<file path="src/rtl/next_pc_logic.sv">
// Fetch-stage next-PC selection: sequential PC+4 or PC-relative branch target,
// plus the architectural PC register loaded from the selected address.
module next_pc_logic #(
  parameter int unsigned           WIDTH       = 64,
  parameter logic [WIDTH-1:0]      RESET_PC    = '0,
  parameter int unsigned           IMM_SHIFT   = 2,
  parameter int unsigned           INSTR_BYTES = 4
) (
  input  logic             CLK,
  input  logic             Reset,
  input  logic [WIDTH-1:0] currentPC,
  input  logic [WIDTH-1:0] imm,
  input  logic             branchCond,
  input  logic             aluZero,
  input  logic             uncondBranch,
  output logic [WIDTH-1:0] nextPC,
  output logic             branchTaken,
  output logic [WIDTH-1:0] pcReg
);

  logic [WIDTH-1:0] seqPC;
  logic [WIDTH-1:0] immBytes;
  logic [WIDTH-1:0] target;

  // Left shift of a two's-complement offset is sign-correct modulo 2^WIDTH,
  // so no explicit sign extension is needed; carries out of the top drop.
  always_comb begin
    immBytes    = imm << IMM_SHIFT;
    seqPC       = currentPC + WIDTH'(INSTR_BYTES);
    target      = currentPC + immBytes;
    branchTaken = uncondBranch | (branchCond & aluZero);
    nextPC      = branchTaken ? target : seqPC;
  end

  always_ff @(posedge CLK) begin
    if (Reset) begin
      pcReg <= RESET_PC;
    end else begin
      pcReg <= nextPC;
    end
  end

endmodule

</file>
<file path="config.mk">
export PLATFORM = sky130hd
export DESIGN_NAME = next_pc_logic
export DESIGN_NICKNAME = d
export VERILOG_FILES = /design/src/rtl/next_pc_logic.sv
export SDC_FILE = /design/constraint.sdc
export NUM_CORES = 1
export LEC_CHECK = 0
export CELL_PAD_IN_SITES_DETAIL_PLACEMENT = 1
export CELL_PAD_IN_SITES_GLOBAL_PLACEMENT = 2
export CORE_MARGIN = 1
export CORE_UTILIZATION = 25
export CTS_BUF_LIST = sky130_fd_sc_hd__clkbuf_2
export CTS_CLUSTER_DIAMETER = 150
export CTS_CLUSTER_SIZE = 30
export DETAILED_ROUTE_END_ITERATION = 12
export HOLD_SLACK_MARGIN = 0.03
export PLACE_DENSITY = 0.95
export SYNTH_ARGS = -nofsm -noshare
export SYNTH_HDL_FRONTEND = slang
export SYNTH_SLANG_ARGS = --single-unit
</file>
<file path="constraint.sdc">
create_clock -name CLK -period 11.45 [get_ports CLK]
set_input_delay 2.8625 -clock CLK [delete_from_list [all_inputs] [get_ports CLK]]
set_output_delay 2.8625 -clock CLK [all_outputs]
set_load 0.03 [all_outputs]
</file>
==> results.sh <==
export IMPL_yosys_area_share_simple_pct=25.80
export IMPL_synth_seq_area_share_pct=21.15
export IMPL_grtUsageTotal_pct=18.63
export IMPL_synth_seq_cells=64
export IMPL_muxShareOfSynthArea_pct=1.466
export IMPL_cts_resized=0
export IMPL_synthAdderAreaFrac_pct=12.93
export IMPL_root_buffer="clkbuf_2"
export IMPL_worst_pin_slew_ps=931.2
export IMPL_post_drt_wl_per_cell_um=17.60
export IMPL_avgSynthCellArea_sq_um=7.727
export IMPL_cap_violations=0
export IMPL_die_x_um=157.7
export IMPL_timing_final_crit_share_pct=91.43
export IMPL_cts_sinks=64
export IMPL_yosys_warnings=0
export IMPL_setup_violations_final=0
export IMPL_chipHeight_um=157.7
export IMPL_slew_headroom_pct=37.44
export IMPL_synth_fp_nets=979
export IMPL_cp_startpoint="uncondBranch"
export IMPL_rows=56
export IMPL_grt_max_degree=72
export IMPL_cp_slowest_stage_delay_ps=690
export IMPL_grt_overflow_total=0
export IMPL_crit_path_end_kind="primary output"
export IMPL_largest_register="pcReg"
export IMPL_grt_pass1_wl_um=35670
export IMPL_hold_depth=2
export IMPL_postCtsSetupRepairBufs=0
export IMPL_first_pass_iters=4
export IMPL_hp_class="in2reg"
export IMPL_async_reset_ff_share_pct=0
export IMPL_synth_xor_area_share_pct=7.807
export IMPL_port_buffers=259
export IMPL_area_growth_pct=49.09
export IMPL_die_area_sq_um=24860
export IMPL_powerDensity_nw_per_um2=125.7
export IMPL_arrival_ps=7610
export IMPL_worst_path_buf_inv=3
export IMPL_clk_pin_slew_ps=230
export IMPL_antenna_found_initial=2
export IMPL_status="finished clean"
export IMPL_totalWireLength_um=23650
export IMPL_largest_reg_flops=64
export IMPL_crit_chain="clkdlybuf4s50_1 > a21o_1 > buf_4 > and2_1 > ha_1 > nand4_1 > nor3_1 > and3_1 > a211oi_2 > o211ai_1 > nand2_1 > o31ai_1 > xor2_1 > clkdlybuf4s50_1"
export IMPL_gp_congestion=0.8107
export IMPL_drt_iter0_markers=216
export IMPL_fin_tns_setup_ps=0
export IMPL_synth_top_family_by_area="compound AO/OA/AOI/OAI gates"
export IMPL_dpl_hpwl_um=19630
export IMPL_min_from="currentPC[0]"
export IMPL_holdBufCountCts=0
export IMPL_nets=1214
export IMPL_fp_coreArea_sq_um=23610
export IMPL_synthCells=784
export IMPL_rsz0062_at_grt="no"
export IMPL_critPathMaxFanout=34
export IMPL_hold_ws_ps=2832
export IMPL_antenna_left=0
export IMPL_cp_start_kind="input pin"
export IMPL_start_util_pct=25.66
export IMPL_period_needed_ps=10470
export IMPL_ys_flop_type="dfxtp_1"
export IMPL_maxSlewViolCount=0
export IMPL_power_leakage_uw=0.003628
export IMPL_h_tree_depth=3
export IMPL_hold_viol=0
export IMPL_clock_path_buffers=2
export IMPL_vias=6624
export IMPL_crit_top_cell="clkdlybuf4s50_1"
export IMPL_final_cell_mix="clkdlybuf4s50_1, a21oi_1, nand2_1"
export IMPL_largestRegisters="pcReg x64"
export IMPL_synth_compound_area_share_pct=26.50
export IMPL_irDropWorstVdd_mv=0.06527
export IMPL_crit_required_ps=8590
export IMPL_cts_made_buffers=9
export IMPL_tritoncts="built"
export IMPL_crit_cells=14
export IMPL_vias_per_cell=4.929
export IMPL_io_pins=262
export IMPL_drive_above_1_share_pct=4.883
export IMPL_cp_top_family="buffers and inverters"
export IMPL_fmax_mhz=95.52
export IMPL_synth_cell_types=71
export IMPL_crit_type="in2out"
export IMPL_grt_pass1_vias=6677
export IMPL_slowest_stage="clkdlybuf4s50_1"
export IMPL_drc_errors=0
export IMPL_synthesis_area_sq_um=6058
export IMPL_synth_edff_count=0
export IMPL_final_common_cell="clkdlybuf4s50_1"
-- through the flow --
stage	setup slack (ps)	instances	utilization, %	power [uW]	area (sq um)
5_1_grt	747.9	1344	38.25	1199	9032
2_1_floorplan	2444	784	-	692.1	6058
4_1_cts	936.4	1343	38.24	1150	9030
6_report	981.3	1344	38.25	1135	9032
3_3_place_gp	993.0	1327	37.78	974.7	8920
3_5_place_dp	965.8	1327	37.78	983.8	8920
-- layer usage --
layer / GRT usage, % / part of all wire [%]
met1: 23.33 / 45
met2: 31.97 / 47
met3: 4.435 / 7.1
met4: 4.300 / 1.1
met5: 0 / 0.055
-- synthesized netlist by cell type (all sizes together), types with 3 or more instances --
| master | count | area, sq um |
|---|---|---|
| mux2 | 7 | 78.82 |
| a21oi | 80 | 419.2 |
| nand2 | 65 | 244.0 |
| and2 | 64 | 400.4 |
| xor2 | 17 | 148.9 |
| buf | 3 | 20.01 |
| a211oi | 8 | 65.06 |
| o31ai | 3 | 41.29 |
| nor2 | 38 | 142.6 |
| nor2b | 60 | 375.4 |
| or3 | 3 | 18.77 |
| xnor2 | 37 | 324.1 |
| a21o | 20 | 157.6 |
| o21a | 13 | 97.59 |
| nand3 | 16 | 80.08 |
| nand4 | 22 | 137.6 |
| a31oi | 8 | 56.30 |
| ha | 61 | 763.2 |
| a221oi | 5 | 43.79 |
| a41oi | 3 | 33.79 |
| a21boi | 6 | 45.05 |
| dfxtp | 64 | 1281 |
| o211ai | 5 | 37.54 |
| o21bai | 15 | 112.6 |
| and3 | 4 | 25.02 |
| inv | 29 | 108.9 |
| o31a | 5 | 45.04 |
| clkbuf | 36 | 135.1 |
| nor3 | 12 | 60.06 |
| o21ai | 45 | 229.0 |
-- final cells by class --
cell class / count / area (sq um)
antenna: 1 / 2.502
clock buffer: 10 / 50.05
clock inverter: 6 / 60.06
fill: 2868 / 14580
inverter: 29 / 108.9
multi-input combinational: 652 / 4513
sequential: 64 / 1281
tap: 319 / 399.1
timing repair buffer: 263 / 2618
-- kinds of logic (layout without fill, tap and decap cells) --
logic type / count (synthesis) / after routing
AND/OR/NAND/NOR: 294 / 294
flip-flops: 64 / 64
other: 0 / 1
adder cells (fa/ha/maj): 62 / 62
AO/OA/AOI/OAI: 234 / 234
buffers and inverters: 68 / 308
XOR/XNOR: 54 / 54
multiplexers: 8 / 8
-- worst paths after layout --
kind and to:
max nextPC[56], min pcReg[0]
-- where the power goes --
group	total, uW	internal [uW]	leakage [uW]	switching, uW
Clock	157	49.9	0.0000677	107
Sequential	263	255	0.000534	8.27
Combinational	714	302	0.00303	413
(Power assumes the default switching activity.)
